[config.mk]
export PLATFORM = sky130hd
export DESIGN_NAME = beat_packer_m
export DESIGN_NICKNAME = d
export VERILOG_FILES = /design/src/rtl/beat_packer_m.sv
export SDC_FILE = /design/constraint.sdc
export NUM_CORES = 1
export LEC_CHECK = 0
export CAP_MARGIN = 25
export CORE_MARGIN = 3
export CORE_UTILIZATION = 25
export CTS_BUF_LIST = sky130_fd_sc_hd__clkbuf_8 sky130_fd_sc_hd__clkbuf_16
export DETAILED_ROUTE_END_ITERATION = 8
export SLEW_MARGIN = 25
export SYNTH_ARGS = -nofsm -noshare
export SYNTH_HDL_FRONTEND = slang
export SYNTH_SLANG_ARGS = --single-unit
[constraint.sdc]
create_clock -name clk -period 2.7 [get_ports clk]
set_input_delay 0.54 -clock clk [delete_from_list [all_inputs] [get_ports clk]]
set_output_delay 0.54 -clock clk [all_outputs]
set_load 0.03 [all_outputs]
[src/rtl/beat_packer_m.sv]
// Packs a stream of IN_W-bit words into registered IN_W*RATIO-bit beats with a
// per-word keep mask and a last flag, sustaining one word per clock.
module beat_packer_m #(
  parameter int IN_W  = 32,
  parameter int RATIO = 4
) (
  input  logic                  clk,
  input  logic                  rst_n,
  input  logic                  valid_src,
  output logic                  ready_src,
  input  logic [IN_W-1:0]       src_data,
  input  logic                  src_last,
  output logic                  valid_dst,
  input  logic                  ready_dst,
  output logic [IN_W*RATIO-1:0] dst_data,
  output logic [RATIO-1:0]      dst_keep,
  output logic                  dst_last
);

  localparam int OUT_W = IN_W * RATIO;
  localparam int IDX_W = $clog2(RATIO);

  logic [OUT_W-1:0] acc;
  logic [RATIO-1:0] acc_keep;
  logic [IDX_W-1:0] idx;

  logic             accept;
  logic             completing;
  logic [OUT_W-1:0] data_merged;
  logic [RATIO-1:0] keep_merged;

  // Ready depends only on the output register and the sink, never on valid_src.
  assign ready_src  = !valid_dst || ready_dst;
  assign accept     = valid_src && ready_src;
  assign completing = (idx == IDX_W'(RATIO - 1)) || src_last;

  // NOTE: every always_comb output gets a full default first, so no path
  // leaves a signal unassigned and no latch is inferred.
  always_comb begin
    data_merged                    = acc;
    keep_merged                    = acc_keep;
    data_merged[idx*IN_W +: IN_W]  = src_data;
    keep_merged[idx]               = 1'b1;
  end

  // Accumulator: words above idx are always zero, so a short beat is
  // zero-padded and its keep mask stays contiguous from bit 0.
  // NOTE: the accumulator is ordinary flop state (not a RAM), so it is reset;
  // a partial beat must never survive reset into the next packet.
  always_ff @(posedge clk or negedge rst_n) begin
    if (!rst_n) begin
      acc      <= '0;
      acc_keep <= '0;
      idx      <= '0;
    end else if (accept) begin
      // NOTE: sequential state uses non-blocking assignments only, so every
      // flop samples pre-edge values regardless of statement order.
      if (completing) begin
        acc      <= '0;
        acc_keep <= '0;
        idx      <= '0;
      end else begin
        acc      <= data_merged;
        acc_keep <= keep_merged;
        idx      <= idx + 1'b1;
      end
    end
  end

  // Output register: a completing word always loads a new beat, which also
  // covers the same-edge drain-and-refill case at full throughput.
  always_ff @(posedge clk or negedge rst_n) begin
    if (!rst_n) begin
      valid_dst <= 1'b0;
      dst_data  <= '0;
      dst_keep  <= '0;
      dst_last  <= 1'b0;
    end else if (accept && completing) begin
      valid_dst <= 1'b1;
      dst_data  <= data_merged;
      dst_keep  <= keep_merged;
      dst_last  <= src_last;
    end else if (ready_dst) begin
      valid_dst <= 1'b0;
    end
  end

endmodule

Word level (Yosys, flattened, before mapping)
Index checks and enable logic that the tools add are counted.

operators by class
  $add $sub $neg = 2
  order comparisons = 2
  equal/unequal tests = 1
  shift-type cells = 2
  mux-type cells = 8
  bitwise logic cells = 1
  reductions and logical operators = 7

operators by type and width
  kind                                                                          count
  128-bit bitwise mux                                                           1
  128-bit 2-to-1 mux                                                            1
  32-bit by 34-bit variable shift with 128-bit output, first input constant     1
  32-bit by 34-bit indexed part select with 128-bit output                      1
  7-bit negation with 34-bit output                                             1
  4-bit 2-to-1 mux                                                              1
  4-bit bitwise OR                                                              1
  1-bit logical AND                                                             3
  2-bit by 3-bit less-than comparator with 1-bit output, second input constant  1
  1-bit 2-to-1 mux                                                              3
  2-bit by 1-bit adder with 2-bit output, second input constant                 1
  1-bit demux with 2-bit select                                                 1
  2-bit equality test, second input constant                                    1
  2-bit by 1-bit >= comparator with 1-bit output, second input constant         1
  1-bit logical OR                                                              2
  2-bit 2-to-1 mux                                                              1
  2-bit nonzero test                                                            1
  1-bit logical NOT                                                             1

word-level totals
  flip-flop bits (word level) = 268
  input bits = 37
  output and inout port bits = 135
  logic and storage cells = 30

Longest topological paths before layout
Gate-level depths: netlist (run 1).

  depth in word-level cells = 6
  mapped depth = 8
  depth with buffers taken out = 5

Least setup slack after synthesis (run 1)
No wires, ideal clock.

  path kind = register to register
  start = register idx[0]
  end = register dst_data[126]
  library setup time = 0.126 ns
  arrival time = 1.869 ns
  required time = 2.574 ns
  slack = 0.705 ns
  cell stages (with the launch flop) = 7
  buffers on the path = 1
  clock period less this slack = 1.995 ns
  cell sequence = dfrtp_1 > inv_1 > ha_1 > and4bb_2 > clkbuf_1 > and3b_1 > o32a_1

between the ends
  longest elaborated chain between the ends = 3
  elaborated cells on any way between the ends = 7
  classes of those cells = add/sub: 1; eq/ne: 1; shift: 2; mux: 1; reduce/logical: 2

RTL lines
  what                                                                              RTL line  source
  from (decl)                                                                       25        logic [IDX_W-1:0] idx;
  from (signal assigned)                                                            65        idx <= idx + 1'b1;
  7-bit negation with 34-bit output or 2-bit equality test (tied branches)          42, 35
  32-bit by 34-bit indexed part select with 128-bit output (tied with other cells)  42        data_merged[idx*IN_W +: IN_W] = src_data;
  128-bit bitwise mux or 1-bit logical AND (tied branches)                          42, 78
  to (signal assigned)                                                              80        dst_data <= data_merged;
  to (decl)                                                                         15        output logic [IN_W*RATIO-1:0] dst_data,

Several ways; a longest one is shown, not always the timed one.
A chain may end at the register's enable or synchronous reset.

Final worst setup path (run 1)
  start = register idx[1]
  end = register acc[109]

between the ends
  longest elaborated chain between the ends = 4
  elaborated cells on any way between the ends = 7
  classes of those cells = add/sub: 1; eq/ne: 1; shift: 2; mux: 2; reduce/logical: 1

RTL lines
  what                                                                                                                             RTL line  source
  7-bit negation with 34-bit output                                                                                                42
  32-bit by 34-bit indexed part select with 128-bit output or 32-bit by 34-bit variable shift with 128-bit output (tied branches)  42
  128-bit bitwise mux                                                                                                              42
  128-bit 2-to-1 mux (*)                                                                                                           58        if (completing) begin
  to (signal assigned)                                                                                                             63        acc <= data_merged;
  to (decl)                                                                                                                        23        logic [OUT_W-1:0] acc;

Every way passes the cells marked *; elsewhere a longest branch is shown, timed or not.

==> flow_summary.ini, run 1 <==
[drt]
dr.pass1.iters = 5
num_vias = 10100
final_antenna_net_count = 0
drt_iter0_markers = 963
routedWlPerCell_um = 23.9
wirelength_um = 43800
viasPerCell = 5.51
drc = 0

[floorplan]
ios = 172
die_w_um = 226
core.rowCount = 80
die_h_um = 226
coreArea_um2 = 47800
die_area_um2 = 51200
initial_core_util_pct = 25.4

[sta]
period_share_pct = 91.8
report.final.slew_viol_count = 0
tightest_slew_ns = 1.01
rsz0062_at_grt = no
whs_ns = 0.388
hold_violations = 0
setup_viol_count_final = 0
fmax_ghz = 0.403
period_needed_ns = 2.48
slew_headroom_pct = 33.0
setup_tns_ns = 0
skew_ns = 0.00823

[placed_design]
portBuffers = 171
gp_congestion = 0.809
hpwl_um = 28700

[logic_synthesis]
synth_common_cells = dfrtp_1 (268), a21oi_1 (150), a31oi_1 (111)
syn-num-nets = 1145
ys_async_sr_fraction_pct = 100
synth.distinct_cells = 39
ys.flop_type = dfrtp_1
ys_seq_area_share_pct = 55.3
synth.area.top_cells = dfrtp_1 (55%), a32o_1 (6.5%), a21oi_1 (6.2%), a31oi_1 (5.7%), nor2b_1 (3.8%)
postSynthCellCount = 1100
netlist_area_um2 = 12100
yosysTopAreaCell = dfrtp_1
synth_warnings = 0
yosysTopAreaCellShare_pct = 55.3
syn_area_per_cell_um2 = 11.0
ys_seq_elements = 268
synth-edff-count = 0
yosysMostFrequentCell = dfrtp_1

[job]
maxCapViolCount = 0

[critical_path]
ff2ff_path_depth = 5
cp-start-kind = register
r2r-end = acc[109]$_DFFE_PN0P_
worstSetupPathType = register to register
endpoint_kind = register
crit_required_ns = 3.20
rr_startpoint = idx[1]$_DFFE_PN0P_
crit_fanout = 23
arrival_ns = 2.98
rrSetupSlack_ns = 0.22

[global_routing]
grt_max_degree = 81
antenna_found_initial = 3
grt_pass1_vias = 10118
grt-ovfl-total = 0
grt_first_pass_wirelength_um = 66400
grt_util_all_layers_pct = 16.9

[clock_network]
clock_sinks = 268
cts_setup_buffers = 0
cts_resized = 0
holdBufCountCts = 1
max-clock-path-buffers = 3
cts_root_buf = clkbuf_16
cts_buffers = 30
path_clk_slew_ns = 0.06
clock_latency_ns = 0.56
cts_tree = yes
cts-htree-levels = 1

[worst_hold_path]
hp-start = valid_src
min_path_cells = 3
holdPathEnd = dst_data[32]$_DFFE_PN0P_
worstHoldPathType = input port to register

[run_status]
status = finished clean

[power]
p_per_area_nw_per_um2 = 891
leakage_nw = 6.39
vdd_drop_max_v = 0.000415

[layout]
diodes = 0
layout-drive-gt1-share_pct = 10.0
nets = 1239
synthToLayoutAreaGrowth_pct = 28.6
layout make-up:
class                           count  area (um2)
Fill cell                        4834       32200
Sequential cell                   268        6710
Multi-Input combinational cell    640        4620
Timing Repair Buffer              226        2250
Clock buffer                       33         803
Tap cell                          615         769
Clock inverter                     23         345
Inverter                           28         108
cells by family (layout without fill, tap and decap cells):
logic type | count (synthesis) | in the layout | share of synthesized area (%)
muxes | 1 | 1 | 0.0928
adders and majority gates | 8 | 8 | 0.825
DFF | 268 | 268 | 55.3
AOI/OAI and AO/OA | 506 | 506 | 29.9
buffers and inverters | 192 | 310 | 6.93
and+or+nand+nor | 125 | 125 | 7.01
per-layer routing:
metal  vias to the layer above  track usage (%)  wire (um)  part of all wire, %
li1                       4409                -          -                    -
met1                      5226             23.5      19200                   44
met2                       400             26.3      19900                   45
met3                        65             3.44       3360                  7.7
met4                         0             5.58       1360                  3.1
met5                         -                0          0                    0
critical path, cell delays in order, from the launching register on:
cell      delay [ns]
dfrtp_1         0.47
inv_1           0.14
ha_1            0.39
and4bb_2        0.38
and2b_1         0.75
a32o_1          0.28
flip-flops by register name, indices dropped and copies added, names as in the netlist:
register,count
dst_last,1
acc_keep,4
valid_dst,1
idx,2
acc,128
dst_data,128
dst_keep,4
layout by cell type, fill, tap and decap left out, drive strengths merged, types with 3 or more instances in the layout:
cell type / n
and4: 3
and3b: 24
a41oi: 32
a22o: 51
a22oi: 9
o21ai: 23
a21oi: 150
buf: 57
a32o: 79
a31oi: 111
nor2b: 74
ha: 8
inv: 31
bufinv: 9
nor2: 9
a32oi: 23
o211ai: 4
o32a: 23
clkbuf: 33
clkinv: 9
dfrtp: 268
clkdlybuf4s50: 168
worst max path at each step:
| stage | start | slack [ns] | end |
|---|---|---|---|
| 3_3_place_gp | idx[1]$_DFFE_PN0P_ | 0.24 | acc[111]$_DFFE_PN0P_ |
| 3_5_place_dp | idx[1]$_DFFE_PN0P_ | 0.21 | acc[109]$_DFFE_PN0P_ |
| 5_1_grt | idx[1]$_DFFE_PN0P_ | 0.06 | acc[108]$_DFFE_PN0P_ |
| 6_report | idx[1]$_DFFE_PN0P_ | 0.22 | acc[109]$_DFFE_PN0P_ |
| 4_1_cts | idx[1]$_DFFE_PN0P_ | 0.19 | acc[109]$_DFFE_PN0P_ |
| 2_1_floorplan | idx[0]$_DFFE_PN0P_ | 0.71 | dst_data[126]$_DFFE_PN0P_ |
per-stage QoR:
stage | power, W | instance area (um2) | std cells | worst slack [ns] | util, %
floorplan | 0.00733 | 12100 | 1100 | 0.705 | -
global placement | 0.00920 | 14400 | 1776 | 0.240 | 30.2
detailed placement | 0.00924 | 14400 | 1776 | 0.210 | 30.2
CTS | 0.0140 | 15600 | 1833 | 0.187 | 32.6
global route | 0.0145 | 15600 | 1833 | 0.0610 | 32.6
finish | 0.0139 | 15600 | 1833 | 0.220 | 32.6
where the power goes:
group	internal, W	switching, W
registers	0.00459	0.000425
clock network	0.00299	0.00174
logic	0.00152	0.00263
total	0.00910	0.00480
(Power assumes the default switching activity.)
==> inputs of run 2 (changes only) <==
==> constraint.sdc (replaced) <==
create_clock -name clk -period 2.2 [get_ports clk]
set_input_delay 0.44 -clock clk [delete_from_list [all_inputs] [get_ports clk]]
set_output_delay 0.44 -clock clk [all_outputs]
set_load 0.03 [all_outputs]
==> run 2 against run 1 <==
  * Total power is 21% higher
  * Clock power is 13% higher
  * Sequential share of layout area is 1.2 points lower
  * Combinational power is 28% higher
  * Worst setup slack worse by 0.17 ns
  * Routed wire length is 1.7% higher
  * Cell area is 2.9% higher
  * Critical endpoint is now dst_data[36]
  * Largest cell class unchanged
  * Largest power group unchanged
==> flow_summary.ini, run 2 (same netlist as run 1, synthesis figures left out) <==
[run_status]
status = finished clean

[clock_network]
cts-htree-levels = 1
max-clock-path-buffers = 3
cts_tree = yes
cts_buffers = 30
cts_setup_buffers = 0
clock_latency_ns = 0.57
cts_root_buf = clkbuf_16
path_clk_slew_ns = 0.06
clock_sinks = 268

[global_routing]
grt_first_pass_wirelength_um = 66800
grt_pass1_vias = 10103
grt_max_degree = 66
antenna_found_initial = 0
grt-ovfl-total = 0
grt_util_all_layers_pct = 17.0

[power]
vdd_drop_max_v = 0.000564
swShare_pct = 35.3
pwr-share-seq_pct = 36.5
leakage_nw = 6.66
p_per_area_nw_per_um2 = 1050
pwr-share-comb_pct = 31.7
clkPwrFrac_pct = 31.7
p_int_w = 0.0109
net-switching-power_w = 0.00593

[placed_design]
gp_congestion = 0.808
pre_cts_ws_ns = -0.0230
post-place-cells = 1820
hpwl_um = 29900
portBuffers = 171

[layout]
diodes = 0
mostFrequentLayoutCell = dfrtp_1
nets = 1283
final_cell_mix = dfrtp_1 (268), clkdlybuf4s50_1 (165), a21oi_1 (150), a31oi_1 (111), a32o_1 (79)
layout-drive-gt1-share_pct = 13.2
reg_top3 = acc: 128 flops, dst_data: 128 flops
synthToLayoutAreaGrowth_pct = 32.3
final_core_util_pct = 33.5
fin_cells = 1874

[critical_path]
crit_start = dst_data[36]$_DFFE_PN0P_
critical_path_buf_inv_count = 1
critical_path.cell_chain = clkdlybuf4s50_1
endpoint_kind = output pin
crit_fanout = 2
r2r-end = acc[96]$_DFFE_PN0P_
rrSetupSlack_ns = 0.12
ff2ff_path_depth = 6
cp_top_family = buffers and inverters
worstSetupPathType = register to output pin
crit_end = dst_data[36]
critPathSlowestCell = clkdlybuf4s50_1
arrival_ns = 1.71
cp-start-kind = register
rr_startpoint = idx[0]$_DFFE_PN0P_
crit_required_ns = 1.76
max_stage_delay_ns = 0.71
path_depth = 1

[floorplan]
initial_core_util_pct = 25.4
die_area_um2 = 51200
coreArea_um2 = 47800
ios = 172
core.rowCount = 80
die_w_um = 226
die_h_um = 226

[sta]
rsz0062_at_grt = no
skew_ns = 0.0123
hold_violations = 0
tightest_slew_ns = 0.590
fmax_ghz = 0.464
setup_viol_count_final = 0
whs_ns = 0.294
setup_tns_ns = 0
setup_ws_ns = 0.0470
report.final.slew_viol_count = 0
period_needed_ns = 2.15
period_share_pct = 97.9
slew_headroom_pct = 60.5

[drt]
routedWlPerCell_um = 23.8
final_antenna_net_count = 0
wirelength_um = 44500
drt_iter0_markers = 1064
drc = 0
num_vias = 10290
viasPerCell = 5.49
dr.pass1.iters = 5

[job]
maxCapViolCount = 0

[worst_hold_path]
worstHoldPathType = input port to register
run 2: layout make-up:
type / count / area [um2]
fill: 4766 / 31800
multi-input combinational: 640 / 4620
tap: 615 / 769
timing repair buffer: 270 / 2790
inverter: 28 / 108
clock inverter: 16 / 190
sequential: 268 / 6710
clock buffer: 37 / 858
run 2: how the worst min path moves through the flow:
stage / depth (start not counted) / startpoint / endpoint / slack, ns
after floorplan: 0 / rst_n / acc[0]$_DFFE_PN0P_ / 0.14
after global placement: 1 / rst_n / acc[102]$_DFFE_PN0P_ / 0.37
after detailed placement: 1 / rst_n / acc[106]$_DFFE_PN0P_ / 0.37
after CTS: 3 / valid_src / dst_data[33]$_DFFE_PN0P_ / 0.27
after global routing: 3 / valid_src / dst_data[32]$_DFFE_PN0P_ / 0.31
final: 3 / valid_src / dst_data[33]$_DFFE_PN0P_ / 0.29
run 2: layer usage:
layer	vias to the layer above	part of all wire (%)	global-route usage, %	wire length (um)
met5	-	0	0	0
met4	0	1.9	4.16	863
met3	46	7.0	3.50	3100
met2	359	47	27.6	21000
met1	5374	44	23.3	19500
li1	4511	-	-	-
run 2: power groups by stage:
| stage | Clock [W] | Combinational (W) | Sequential (W) |
|---|---|---|---|
| after CTS | 0.00544 | 0.00537 | 0.00615 |
| after global routing | 0.00565 | 0.00567 | 0.00622 |
| after floorplan | 0 | 0.00171 | 0.00728 |
| final | 0.00533 | 0.00533 | 0.00614 |
| after global placement | 0 | 0.00530 | 0.00622 |
| after detailed placement | 0 | 0.00534 | 0.00621 |
run 2: what timing repair did:
item	in CTS	in global routing
hold endpoints to repair	34	0
gates resized for setup	0	6
hold buffers	1	0
endpoints found under the setup margin	0	31
run 2: metrics by stage:
stage	cell area [um2]	total power [W]
global placement	15000	0.0115
detailed placement	15000	0.0116
global route	16100	0.0175
floorplan	12100	0.00899
CTS	16000	0.0170
finish	16100	0.0168
==> inputs of run 3 (changes only) <==
--- a/config.mk
+++ b/config.mk
@@ -5,7 +5,7 @@
 export SDC_FILE = /design/constraint.sdc
 export NUM_CORES = 1
 export LEC_CHECK = 0
-export CAP_MARGIN = 25
+export CAP_MARGIN = 20
 export CORE_MARGIN = 3
 export CORE_UTILIZATION = 25
 export CTS_BUF_LIST = sky130_fd_sc_hd__clkbuf_8 sky130_fd_sc_hd__clkbuf_16
==> results of run 3 <==
Final layout, timing and power as in run 2 (identical DEF).
